### src/rtl/alu_core_mc.sv
// Multi-cycle integer ALU: single-cycle arithmetic/logic ops, bit-serial shifts, persistent flags.
// Optional overflow flag (and flagSwitch=7 branch on it) enabled by defining ALU_OVERFLOW_FLAG_EN.
module alu_core_mc #(
  parameter int WIDTH   = 32,
  parameter int SHAMT_W = 5
) (
  input  logic             clk,
  input  logic             reset,
  input  logic             start,
  input  logic [2:0]       opSwitch,
  input  logic [2:0]       flagSwitch,
  input  logic             isLog,
  input  logic             dir,
  input  logic [WIDTH-1:0] a,
  input  logic [WIDTH-1:0] b,
  output logic [WIDTH-1:0] result,
  output logic             busy,
  output logic             done,
  output logic             carry_flag,
  output logic             zero_flag,
  output logic             sign_flag,
`ifdef ALU_OVERFLOW_FLAG_EN
  output logic             overflow_flag,
`endif
  output logic             branch_taken
);

  localparam logic [2:0] OP_ADD   = 3'd0;
  localparam logic [2:0] OP_COMP  = 3'd1;
  localparam logic [2:0] OP_AND   = 3'd2;
  localparam logic [2:0] OP_XOR   = 3'd3;
  localparam logic [2:0] OP_SHIFT = 3'd4;
  localparam logic [2:0] OP_SUB   = 3'd5;
  localparam logic [2:0] OP_PASSB = 3'd6;
  localparam logic [2:0] OP_PASSA = 3'd7;

  localparam logic [2:0] FS_ZERO   = 3'd1;
  localparam logic [2:0] FS_NZERO  = 3'd2;
  localparam logic [2:0] FS_CARRY  = 3'd3;
  localparam logic [2:0] FS_NCARRY = 3'd4;
  localparam logic [2:0] FS_SIGN   = 3'd5;
  localparam logic [2:0] FS_ALWAYS = 3'd6;
  localparam logic [2:0] FS_OVF    = 3'd7;

  typedef enum logic [1:0] {
    ST_IDLE,
    ST_SHIFT,
    ST_DONE
  } state_e;

  state_e             state_q, state_d;
  logic [WIDTH-1:0]   result_q, result_d;
  logic               carry_q, carry_d;
  logic               zero_q, zero_d;
  logic               sign_q, sign_d;
  logic [WIDTH-1:0]   shreg_q, shreg_d;
  logic [SHAMT_W-1:0] cnt_q, cnt_d;
  logic               shift_log_q, shift_log_d;
  logic               shift_right_q, shift_right_d;
`ifdef ALU_OVERFLOW_FLAG_EN
  logic               ovf_q, ovf_d;
  logic               add_ovf, sub_ovf;
`endif

  logic [WIDTH:0]     sum_ext;
  logic [WIDTH:0]     diff_ext;
  logic [SHAMT_W-1:0] shamt;
  logic [WIDTH-1:0]   shift_next;
  logic               shift_out;
  logic               shift_fill;
  logic [WIDTH-1:0]   op_res;
  logic               latch_en;
  logic               branch_c;

  // SUB is a + ~b + 1 at WIDTH+1 bits, so the top bit is the no-borrow carry.
  assign sum_ext  = {1'b0, a} + {1'b0, b};
  assign diff_ext = {1'b0, a} + {1'b0, ~b} + {{WIDTH{1'b0}}, 1'b1};
  assign shamt    = b[SHAMT_W-1:0];

`ifdef ALU_OVERFLOW_FLAG_EN
  assign add_ovf = (a[WIDTH-1] == b[WIDTH-1]) && (sum_ext[WIDTH-1] != a[WIDTH-1]);
  assign sub_ovf = (a[WIDTH-1] != b[WIDTH-1]) && (diff_ext[WIDTH-1] != a[WIDTH-1]);
`endif

  always_comb begin
    shift_fill = shift_log_q ? 1'b0 : shreg_q[WIDTH-1];
    shift_out  = shift_right_q ? shreg_q[0] : shreg_q[WIDTH-1];
    shift_next = shift_right_q ? {shift_fill, shreg_q[WIDTH-1:1]}
                               : {shreg_q[WIDTH-2:0], 1'b0};
  end

  always_comb begin
    state_d       = state_q;
    result_d      = result_q;
    carry_d       = carry_q;
    zero_d        = zero_q;
    sign_d        = sign_q;
    shreg_d       = shreg_q;
    cnt_d         = cnt_q;
    shift_log_d   = shift_log_q;
    shift_right_d = shift_right_q;
`ifdef ALU_OVERFLOW_FLAG_EN
    ovf_d         = ovf_q;
`endif
    op_res        = '0;
    latch_en      = 1'b0;

    unique case (state_q)
      ST_IDLE: begin
        if (start) begin
          state_d  = ST_DONE;
          latch_en = 1'b1;
          case (opSwitch)
            OP_ADD: begin
              op_res  = sum_ext[WIDTH-1:0];
              carry_d = sum_ext[WIDTH];
`ifdef ALU_OVERFLOW_FLAG_EN
              ovf_d   = add_ovf;
`endif
            end
            OP_COMP:  op_res = ~b + {{(WIDTH-1){1'b0}}, 1'b1};
            OP_AND:   op_res = a & b;
            OP_XOR:   op_res = a ^ b;
            OP_SHIFT: begin
              // A zero shift amount completes immediately with carry untouched.
              op_res = a;
              if (shamt != '0) begin
                state_d       = ST_SHIFT;
                latch_en      = 1'b0;
                shreg_d       = a;
                cnt_d         = shamt;
                shift_log_d   = isLog;
                shift_right_d = dir;
              end
            end
            OP_SUB: begin
              op_res  = diff_ext[WIDTH-1:0];
              carry_d = diff_ext[WIDTH];
`ifdef ALU_OVERFLOW_FLAG_EN
              ovf_d   = sub_ovf;
`endif
            end
            OP_PASSB: op_res = b;
            OP_PASSA: op_res = a;
            default:  op_res = '0;
          endcase
        end
      end
      ST_SHIFT: begin
        shreg_d = shift_next;
        cnt_d   = cnt_q - SHAMT_W'(1);
        if (cnt_q == SHAMT_W'(1)) begin
          state_d  = ST_DONE;
          latch_en = 1'b1;
          op_res   = shift_next;
          carry_d  = shift_out;
        end
      end
      ST_DONE:  state_d = ST_IDLE;
      default:  state_d = ST_IDLE;
    endcase

    if (latch_en) begin
      result_d = op_res;
      zero_d   = (op_res == '0);
      sign_d   = op_res[WIDTH-1];
    end
  end

  always_ff @(posedge clk or posedge reset) begin
    if (reset) begin
      state_q       <= ST_IDLE;
      result_q      <= '0;
      carry_q       <= 1'b0;
      zero_q        <= 1'b0;
      sign_q        <= 1'b0;
      shreg_q       <= '0;
      cnt_q         <= '0;
      shift_log_q   <= 1'b0;
      shift_right_q <= 1'b0;
`ifdef ALU_OVERFLOW_FLAG_EN
      ovf_q         <= 1'b0;
`endif
    end else begin
      state_q       <= state_d;
      result_q      <= result_d;
      carry_q       <= carry_d;
      zero_q        <= zero_d;
      sign_q        <= sign_d;
      shreg_q       <= shreg_d;
      cnt_q         <= cnt_d;
      shift_log_q   <= shift_log_d;
      shift_right_q <= shift_right_d;
`ifdef ALU_OVERFLOW_FLAG_EN
      ovf_q         <= ovf_d;
`endif
    end
  end

  // Branch decision looks only at the registered flags, never at an op in flight.
  always_comb begin
    branch_c = 1'b0;
    case (flagSwitch)
      FS_ZERO:   branch_c = zero_q;
      FS_NZERO:  branch_c = ~zero_q;
      FS_CARRY:  branch_c = carry_q;
      FS_NCARRY: branch_c = ~carry_q;
      FS_SIGN:   branch_c = sign_q;
      FS_ALWAYS: branch_c = 1'b1;
`ifdef ALU_OVERFLOW_FLAG_EN
      FS_OVF:    branch_c = ovf_q;
`else
      FS_OVF:    branch_c = 1'b0;
`endif
      default:   branch_c = 1'b0;
    endcase
  end

  assign result       = result_q;
  assign busy         = (state_q != ST_IDLE);
  assign done         = (state_q == ST_DONE);
  assign carry_flag   = carry_q;
  assign zero_flag    = zero_q;
  assign sign_flag    = sign_q;
  assign branch_taken = branch_c;
`ifdef ALU_OVERFLOW_FLAG_EN
  assign overflow_flag = ovf_q;
`endif

endmodule

### config.mk
export PLATFORM = sky130hd
export DESIGN_NAME = alu_core_mc
export DESIGN_NICKNAME = d
export VERILOG_FILES = /design/src/rtl/alu_core_mc.sv
export SDC_FILE = /design/constraint.sdc
export NUM_CORES = 1
export LEC_CHECK = 0
export ABC_AREA = 0
export ABC_CLOCK_PERIOD_IN_PS = 4100
export CELL_PAD_IN_SITES_DETAIL_PLACEMENT = 1
export CELL_PAD_IN_SITES_GLOBAL_PLACEMENT = 2
export CORE_AREA = 2 2 174 262
export CTS_CLUSTER_SIZE = 40
export DETAILED_ROUTE_END_ITERATION = 7
export DIE_AREA = 0 0 176 264
export GPL_TIMING_DRIVEN = 0
export HOLD_SLACK_MARGIN = 0.06
export PLACE_DENSITY = 0.61
export SYNTH_ARGS = -nofsm -noshare
export SYNTH_HDL_FRONTEND = slang
export SYNTH_SLANG_ARGS = --single-unit
### constraint.sdc
create_clock -name clk -period 4.1 [get_ports clk]
set_input_delay 1.025 -clock clk [delete_from_list [all_inputs] [get_ports clk]]
set_output_delay 1.025 -clock clk [all_outputs]
set_load 0.01 [all_outputs]
==> run summary <==
The flow ran to the end, but the final reports show violations. The final reports fail on setup timing. The detail route stage leaves a number of antenna-violating nets equal to 0.

The number of violations reported at the end of detailed-routing iteration 0 is 987, and the sequential standard cell area is 1877 sq um. The number of I/O port buffers is 111. After clock tree synthesis, the clock-pin slew on the worst setup and hold paths is 0.06 ns.

The initial standard-cell utilization of the core is 0.2465, and the shortest clock period the worst path allows after layout is 4.282 ns. The final instance area came out at 14,850 sq um. The number of hold-repair buffers added at the cts stage was 0; the number of synthesized flops with an enable pin was 0. The run gives 0.1717 as the sequential area share after synthesis. The largest individual stage delay along the critical path comes from the cell sky130_fd_sc_hd__clkdlybuf4s50_1. Among the stages of the critical path, the cell type that occurs most often is sky130_fd_sc_hd__o21ai_2.

For the pin with the worst max-slew slack, the measured transition is 1.132 ns. The area taken by multi-input logic gates came out at 9641 sq um. The proportion of synthesized flip-flops having asynchronous set or reset is 1.000.

The final cycle utilization of the critical path works out to 1.044. The residual DRC count is 0, and the full die area is 46,460 sq um. The post-layout worst setup margin was -0.1824 ns; the clock buffer count from CTS was 9.

The instance count after placement with tap cells included is 2,201. The netlist area before placement was 10,930 sq um. For the relative slew slack, the log shows 0.2456.

In this run the worst path has a maximum fanout of 10. Setup repair after global routing could not meet its margin everywhere. In the layout the commonest cells are sky130_fd_sc_hd__nand2_1 (146), sky130_fd_sc_hd__nor2_1 (116), sky130_fd_sc_hd__a21oi_1 (102). After detailed placement, the total cell area comes to 12,810 sq um. Die span in y: 264 um.

The placed wire-length estimate was 55.29 mm; the data arrival time of the critical path was 4.57 ns. Die span in x: 176 um. The most common flop cell mapped by yosys was sky130_fd_sc_hd__dfrtp_1. For the number of global-route vias before repair, the log shows 14,025.

Counting flops and latches in the post-synthesis netlist gives 75. The maximum level of the CTS H-tree came out at 3. The count of nets after finishing was 1,814; the floorplan core area was 44,340 sq um. Timing would allow up to 233.5 MHz. For the global-route wire length before repair, the log shows 98.88 mm.

The power per unit of standard cell area is 342.0 nW/um^2. The routed design has 69.64 mm of wire. The tools report the worst reg2reg path startpoint as shift_right_q.

The pre-antenna-repair detailed-routing pass consisted of 5 iterations. The final max-slew violation count was 0; the total of fill cells in the finished design was 5,327. STA classifies the critical path endpoint as a flop.

The tool flagged a number of max-cap violations equal to 0. The critical path goes through clkdlybuf4s50_1, ha_4, clkbuf_4, nand3_1, nor3_4, o21ai_0, o21ai_2, nor3_1, a221oi_1, o21ai_2, nor4_2, a21o_1. TritonCTS built the clock tree. Classification of the worst setup path: in2reg. The layout overhead on the synthesized area is 35.86%. The gate count of the mapped netlist was 1,507. The tools report the later-pin clock latency in the skew report as 0.35 ns.

The fraction of final layout cells sized beyond drive strength 1 is 0.2545. Average wire length per cell after detail routing: 30.85 um. For this run the aggregate overflow at the end of global routing stands at 0. Clock tree synthesis found a total of 75 sinks. The number of antenna violations at the first check in global routing came out at 1. For the setup violation total in the final timing report, the log shows 1. The stage delay of the slowest cell on the critical path came out at 0.71 ns. The tools report the type of element launching the critical path as a primary input. The tools report the count of final hold-check violations as 0. Across the VDD grid, the largest voltage drop is 213.9 uV.

At the worst endpoint, the required time is 4.39 ns. Leaving out fill and tap cells, the most frequent cell in the layout is sky130_fd_sc_hd__nand2_1. The synthesis warning total was 0. Launch point of the critical path: a[24]. The run gives 13,546 as the total vias in the final route. The maximum number of buffers from clock root to sink is 2, and the leakage power is 5.898 nW. After detailed routing, the number of vias per cell comes to 6.002. Excluding fillers, the count of instances in the completed layout stands at 2,257. The distinct cell type count after synthesis came out at 88. The placer congestion estimate was 0.9228; the synthesized area divided by synthesized cell count was 7.252 sq um.

Row generation in the floorplan step produced 95 rows. The maximum number of pins on one net before global-route repair is 48. The path category of the worst min-delay check was reg2reg. The worst hold path begins at result[24]. Counting every net in the synthesized netlist gives 1,652. The I/O pin count came out at 113. For the total routing resource utilization after global routing, the log shows 0.2932.

The tree is rooted in a sky130_fd_sc_hd__clkbuf_16. Between clock sinks in the finished design, the worst skew comes to 0.005712 ns.
-- critical path: cells and delay by family --
kind | cells | cell delay, ns
AOI/OAI and AO/OA | 5 | 1.18
buffers and inverters | 2 | 0.98
and+or+nand+nor | 4 | 0.84
adders and majority gates | 1 | 0.53
-- sequential cells by signal, summed over array words and instances, names as in the netlist --
name	count
result	32
shreg_q	32
cnt_q	5
state_q	2
carry_flag	1
shift_log_q	1
shift_right_q	1
zero_flag	1
-- path summary, 6_finish.rpt --
kind                                to  slack (ns)  cells after the start
max                          zero_flag       -0.18                     12
max reg2reg                  zero_flag        0.11                     11
max in group asynchronous  shreg_q[25]        2.48                      3
min in group asynchronous     cnt_q[3]        1.04                      2
min                         result[24]        0.47                      2
min reg2reg                 result[24]        0.47                      2
-- per-layer routing --
metal	track usage	share of wire	up-vias
met5	0	0	-
met4	0.2432	0.10	0
met3	0.02245	0.038	231
met2	0.5123	0.49	557
met1	0.3215	0.37	6782
li1	-	-	5976
-- kinds of logic after synthesis --
group,after synthesis,share of synthesized area
fa+ha+maj,70,0.08151
xor+xnor,40,0.03205
simple gates,536,0.2467
flops,75,0.1717
buf+inv,189,0.06606
compound gates,516,0.3231
mux,81,0.07888
-- report_power, final --
part | switching [mW] | internal (mW)
clock network | 0.352 | 0.432
logic | 1.77 | 1.24
registers | 0.245 | 1.04
total | 2.36 | 2.71
-- Yosys cell counts, types with 8 or more instances --
cell | n | share of area
sky130_fd_sc_hd__nand2_1 | 148 | 0.051
sky130_fd_sc_hd__nor2_1 | 120 | 0.041
sky130_fd_sc_hd__a21oi_1 | 118 | 0.054
sky130_fd_sc_hd__o21ai_0 | 107 | 0.049
sky130_fd_sc_hd__clkbuf_1 | 87 | 0.030
sky130_fd_sc_hd__dfrtp_1 | 75 | 0.17
sky130_fd_sc_hd__inv_1 | 74 | 0.025
sky130_fd_sc_hd__ha_1 | 68 | 0.078
sky130_fd_sc_hd__mux2_2 | 40 | 0.041
sky130_fd_sc_hd__mux2i_1 | 40 | 0.037
sky130_fd_sc_hd__nor3_1 | 40 | 0.018
sky130_fd_sc_hd__nand3_1 | 39 | 0.018
sky130_fd_sc_hd__xnor2_1 | 35 | 0.028
sky130_fd_sc_hd__nand2b_1 | 33 | 0.019
sky130_fd_sc_hd__nor4_1 | 27 | 0.015
sky130_fd_sc_hd__o31ai_1 | 25 | 0.017
sky130_fd_sc_hd__nand4_1 | 24 | 0.014
sky130_fd_sc_hd__o21a_1 | 23 | 0.016
sky130_fd_sc_hd__nor2b_1 | 19 | 0.011
sky130_fd_sc_hd__a22oi_1 | 17 | 0.012
sky130_fd_sc_hd__a31oi_1 | 17 | 0.0097
sky130_fd_sc_hd__a211oi_1 | 16 | 0.011
sky130_fd_sc_hd__a21o_1 | 16 | 0.011
sky130_fd_sc_hd__buf_1 | 16 | 0.0055
sky130_fd_sc_hd__or3_1 | 16 | 0.0092
sky130_fd_sc_hd__a32oi_1 | 15 | 0.012
sky130_fd_sc_hd__o22ai_1 | 15 | 0.0086
sky130_fd_sc_hd__and3_1 | 13 | 0.0074
sky130_fd_sc_hd__a221oi_1 | 12 | 0.0096
sky130_fd_sc_hd__o221ai_1 | 11 | 0.0088
sky130_fd_sc_hd__or4_1 | 10 | 0.0069
sky130_fd_sc_hd__o21ai_1 | 9 | 0.0041
sky130_fd_sc_hd__and2_1 | 8 | 0.0046
sky130_fd_sc_hd__nand3b_1 | 8 | 0.0055
-- cell type report --
class,instances,area share
repair buffers,157,0.09303
inverters,78,0.02107
clock buffers,10,0.01610
well taps,582,0.04904
diodes,1,0.0001685
flip-flops and latches,75,0.1264
clock inverters,6,0.003371
plain buffers,105,0.04154
multi-input cells,1243,0.6493
-- what timing repair did --
action                                  4_1_cts  5_1_grt
setup buffers                                23       22
resized for setup                           373      211
endpoints found under the setup margin       64       30
cloned                                        0        0
pin swaps                                    44       46
-- stage by stage --
step                total power, mW  utilization  setup WS (ns)  hold WS (ns)  setup TNS (ns)
detailed placement            3.948       0.2890         -2.575        0.4597          -69.32
CTS                           4.973       0.3237        -0.2309        0.4765         -0.2309
global placement              3.905       0.2882         -2.645        0.4524          -94.84
global route                  5.366       0.3348        -0.2474        0.5049         -0.3884
finish                        5.078       0.3349        -0.1824        0.4703         -0.1824
floorplan                     2.748            -       0.003368        0.4699               0
Note: power is estimated with default switching activity, not from simulation.
==> variant 1 (same settings) <==
Reset style: synchronous (`reset`), changed in one clocked block.
--- a/src/rtl/alu_core_mc.sv
+++ b/src/rtl/alu_core_mc.sv
@@ -168,5 +168,5 @@
   end
 
-  always_ff @(posedge clk or posedge reset) begin
+  always_ff @(posedge clk) begin
     if (reset) begin
       state_q       <= ST_IDLE;
Behaviour: differs if reset is asserted again (counterexample within 4 cycles, from zero or initial values and one cycle with reset high); with reset held inactive, the same outputs for 4 cycles.
==> variant 1 against the unedited design <==
The flow still finishes with violations (setup timing); setup slack lost 0.0097 ns; wire length down 12%; non-clock buffer count up 11; register-to-register slack got worse by 0.16 ns; die area did not move; count of clock-buffer cells in the layout unchanged; sequential cell count unchanged; final area fell by 5.7%; synthesized area fell by 6.4%; via count is 5.3% lower; sequential share of layout area down 1.9 points; power fell by 34%.
==> variant 1: results (changes against the unedited design) <==
==========================================================================
Worst-path fanout max                                                    5   -5
Final layout net count                                               1,829   +0.83%
Setup violators final                                                    1   unchanged
Area taken by flip-flops and latches                           0.00150 mm²   -20%
Maximum clock skew at final layout                              0.00801 ns   +0.00230 ns
Post-synth cell types                                                   80   -9.1%
Placed cells                                                         2,207   +0.27%
Violations in the final reports                               setup timing
Worst Hold Slack                                                  0.454 ns   -0.0167 ns
Global-route total usage across every layer                          26.1%   -3.2 points
Non-clk buf share                                                    14.8%   +1.3 points
Pin count of the biggest net entering global routing                    13   -73%
Via count of the first global-routing pass                          13,600   -3.3%
Share of post-route cells with drive strength above 1                19.6%   -5.8 points
Delay contributed by the slowest stage of the critical path        0.53 ns   -0.18 ns
Startpoint of the worst hold path                               result[27]
Multi-input combinational cell count                                 1,249   +0.48%
Share of cell area taken by muxes after synthesis                    7.03%   -0.86 points
Global-route wire length before repair                           90,700 µm   -8.3%
Setup slack of the critical path after layout                    -0.192 ns   -0.00970 ns
Run status                                                    complete, but fails checks
Capturing point of the worst reg2reg path                        zero_flag
Complex-gate fraction of the synthesized area                        33.9%   +1.6 points
Global routing met1 resource utilization                             31.2%   -0.91 points
Area added between synthesis and finish                              36.8%
Xor and xnor fraction of the mapped netlist area                     4.71%   +1.5 points
==========================================================================
variant 1: how the worst max path moves through the flow:
stage          cells past startpoint   endpoint  startpoint
2_1_floorplan                     17  zero_flag        b[2]
3_3_place_gp                      15  zero_flag        b[1]
3_5_place_dp                      15  zero_flag        b[1]
4_1_cts                           15  zero_flag        b[2]
5_1_grt                           14  zero_flag        b[2]
6_report                          14  zero_flag        b[2]
variant 1: power by group through the flow:
stage          clock [mW]  sequential [mW]  combinational (mW)
2_1_floorplan           0            0.815               0.846
3_3_place_gp            0            0.810                1.49
3_5_place_dp            0            0.811                1.50
4_1_cts             0.747            0.795                1.71
5_1_grt             0.781            0.800                1.93
6_report            0.733            0.795                1.82
variant 1: layer usage:
| layer | wire length [µm] | vias up |
|---|---|---|
| li1 | - | 5893 |
| met1 | 25100 | 6437 |
| met2 | 31900 | 386 |
| met3 | 2420 | 118 |
| met5 | 0 | - |
| met4 | 2190 | 0 |
==> variant 2 (same flow settings) <==
Made on the original files. Build with the macro `ALU_OVERFLOW_FLAG_EN` defined.
--- a/src/rtl/alu_core_mc.sv
+++ b/src/rtl/alu_core_mc.sv
@@ -1,4 +1,6 @@
 // Multi-cycle integer ALU: single-cycle arithmetic/logic ops, bit-serial shifts, persistent flags.
 // Optional overflow flag (and flagSwitch=7 branch on it) enabled by defining ALU_OVERFLOW_FLAG_EN.
+`define ALU_OVERFLOW_FLAG_EN
+
 module alu_core_mc #(
   parameter int WIDTH   = 32,
Formal check against the unedited RTL (old outputs only; new: overflow_flag): not equivalent (a bounded check fails within 4 cycles, from zero or initial values and one cycle with reset high).
==> variant 2 against the unedited design <==
The flow still finishes with violations (setup timing); register-to-register slack worse by 0.04 ns; clock skew is 0.011 ns higher; power is 4.1% higher; final area is 1.5% higher; sequential cell count is 1 higher; setup slack better by 0.16 ns; wire length is 1.3% lower; synthesized area hardly changed.
==> variant 2: results (changes against the unedited design) <==
=================================================================================
Global routing met1 resource utilization                                    33.2%   +1.1 points
Adder-Cell Fraction of Synth Area                                           8.26%   +0.11 points
Global-route wire length before repair                                  97,900 µm   -0.98%
Post-CTS setup buffer count                                                    48   +110%
Fillers                                                                     5,299   -0.53%
Static Leakage                                                            6.02 nW   +2.0%
Met2 track demand over resource                                             51.5%   +0.24 points
IO buf count                                                                  112   +0.90%
Share of cell area taken by muxes after synthesis                           9.14%   +1.3 points
Maximum clock skew at final layout                                      0.0164 ns   +0.0106 ns
Final RePlAce weighted congestion                                           0.924   +0.13%
Post-detail-place hpwl                                                  53,700 µm   -2.9%
Via count of the routed design                                             13,400   -0.94%
Count of inserted antenna diode cells                                           0   -1
Setup violators final                                                           1   unchanged
Switching part of the total power                                           45.2%   -1.3 points
Sequential share of the synthesized area                                    17.4%   +0.21 points
Transition time at the pin with the least slew margin                     1.10 ns   -0.0328 ns
Total of cells resized after clock tree synthesis                             403   +8.0%
Global-route total usage across every layer                                 29.2%   -0.13 points
Final layout net count                                                      1,823   +0.50%
Xor and xnor fraction of the mapped netlist area                            3.75%   +0.55 points
Arrival @ worst endpoint                                                  4.43 ns   -0.14 ns
Metal2 WL                                                               33,900 µm   +0.22%
DRC marker count from the first detailed-route iteration                      841   -15%
Setup slack of the critical path after layout                          -0.0196 ns   +0.163 ns
Clock latency of the later-clocked register in the worst-skew pair        0.38 ns   +0.03 ns
Run status                                                           complete, but fails checks
Post-synth cell types                                                          95   +8.0%
Violations in the final reports                                      setup timing
Cells taking the most area after synthesis                           sky130_fd_sc_hd__dfrtp_1 (17%), sky130_fd_sc_hd__ha_1 (7.9%), sky130_fd_sc_hd__a21oi_1 (5.9%), sky130_fd_sc_hd__nand2_1 (5.6%), sky130_fd_sc_hd__o21ai_0 (4.8%)
Share of post-route cells with drive strength above 1                       25.4%   -0.046 points
Complex-gate fraction of the synthesized area                               31.4%   -0.94 points
Pin count of the biggest net entering global routing                           63   +31%
Routed wl met3                                                            3160 µm   +19%
Wire length per cell after detailed routing                               30.4 µm   -1.6%
Number of antenna violations at the first check in global routing               0   -1
Worst-path fanout max                                                          10   unchanged
Most numerous cell types in the synthesized netlist                  sky130_fd_sc_hd__nand2_1 (164), sky130_fd_sc_hd__a21oi_1 (129), sky130_fd_sc_hd__nor2_1 (120), sky130_fd_sc_hd__o21ai_0 (104), sky130_fd_sc_hd__dfrtp_1 (76)
Worst IR drop on VDD                                                     0.175 mV   -18%
GR Util met3                                                                2.95%   +0.71 points
Post-detailed-placement cell area                                      0.0129 mm²   +0.36%
Via count of the first global-routing pass                                 13,900   -0.79%
=================================================================================
-- variant 2: cell types whose count changed after synthesis, sizes merged, moves of 11 or more --
cell and delta:
a21oi +11, buf +26, clkbuf -30, nand2 +17
nand2b -12, nand3 -17
-- variant 2: metrics by stage --
stage / TNS, ns / setup WS [ns] / instances / hold slack (ns) / util (%)
6_report: -0.0196 / -0.0196 / 2263 / 0.460 / 34.0
5_1_grt: -0.135 / -0.0934 / 2263 / 0.498 / 34.0
4_1_cts: 0 / 0.00168 / 2248 / 0.468 / 33.3
3_5_place_dp: -85.99 / -1.94 / 2186 / 0.456 / 29.0
3_3_place_gp: -146.79 / -2.10 / 2183 / 0.452 / 28.8
2_1_floorplan: 0 / 0.350 / 1489 / 0.481 / -
-- variant 2: cell families (layout without fill, tap and decap cells) --
group                      count (synthesis)  in the layout
AOI/OAI and AO/OA                        513            513
xor gates and xnor gates                  46             46
adders and majority gates                 71             71
buffers and inverters                    185            377
DFF                                       76             76
muxes                                     91             91
and+or+nand+nor                          507            507
-- variant 2: power groups by stage --
stage	logic [mW]	clock network, mW	registers (mW)
floorplan	1.51	0	1.27
global placement	2.59	0	1.31
detailed placement	2.62	0	1.31
CTS	2.89	0.993	1.31
global route	3.20	1.02	1.35
finish	2.98	0.984	1.32
-- variant 2: area by class of cell --
| class | instances | share of cell area [%] |
|---|---|---|
| buffer | 106 | 4.90 |
| clock buffer | 10 | 1.59 |
| clock inverter | 5 | 0.664 |
| inverter | 78 | 2.02 |
| multi-input combinational | 1228 | 62.8 |
| sequential | 76 | 12.6 |
| tap | 582 | 4.83 |
| timing repair buffer | 178 | 10.6 |
-- variant 2: path summary, 6_finish.rpt --
check                             end          start  slack [ns]
setup / recovery            zero_flag          a[13]       -0.02
hold / removal             result[17]     result[17]        0.46
setup reg to reg            zero_flag  shift_right_q        0.07
hold reg to reg            result[17]     result[17]        0.46
max in group asynchronous  result[21]          reset        2.53
min in group asynchronous   result[3]          reset        0.94
-- variant 2: critical path: stages --
cell	delay [ns]
sky130_fd_sc_hd__dlygate4sd2_1	0.31
sky130_fd_sc_hd__ha_1	0.32
sky130_fd_sc_hd__clkbuf_4	0.19
sky130_fd_sc_hd__buf_4	0.20
sky130_fd_sc_hd__a21oi_4	0.15
sky130_fd_sc_hd__o21ai_2	0.10
sky130_fd_sc_hd__buf_12	0.14
sky130_fd_sc_hd__a211o_1	0.24
sky130_fd_sc_hd__o21ba_4	0.27
sky130_fd_sc_hd__o21a_1	0.19
sky130_fd_sc_hd__o21ai_2	0.20
sky130_fd_sc_hd__a221oi_4	0.12
sky130_fd_sc_hd__nand4b_1	0.41
sky130_fd_sc_hd__nor4_4	0.27
sky130_fd_sc_hd__nand4_1	0.19
sky130_fd_sc_hd__nand2_1	0.09
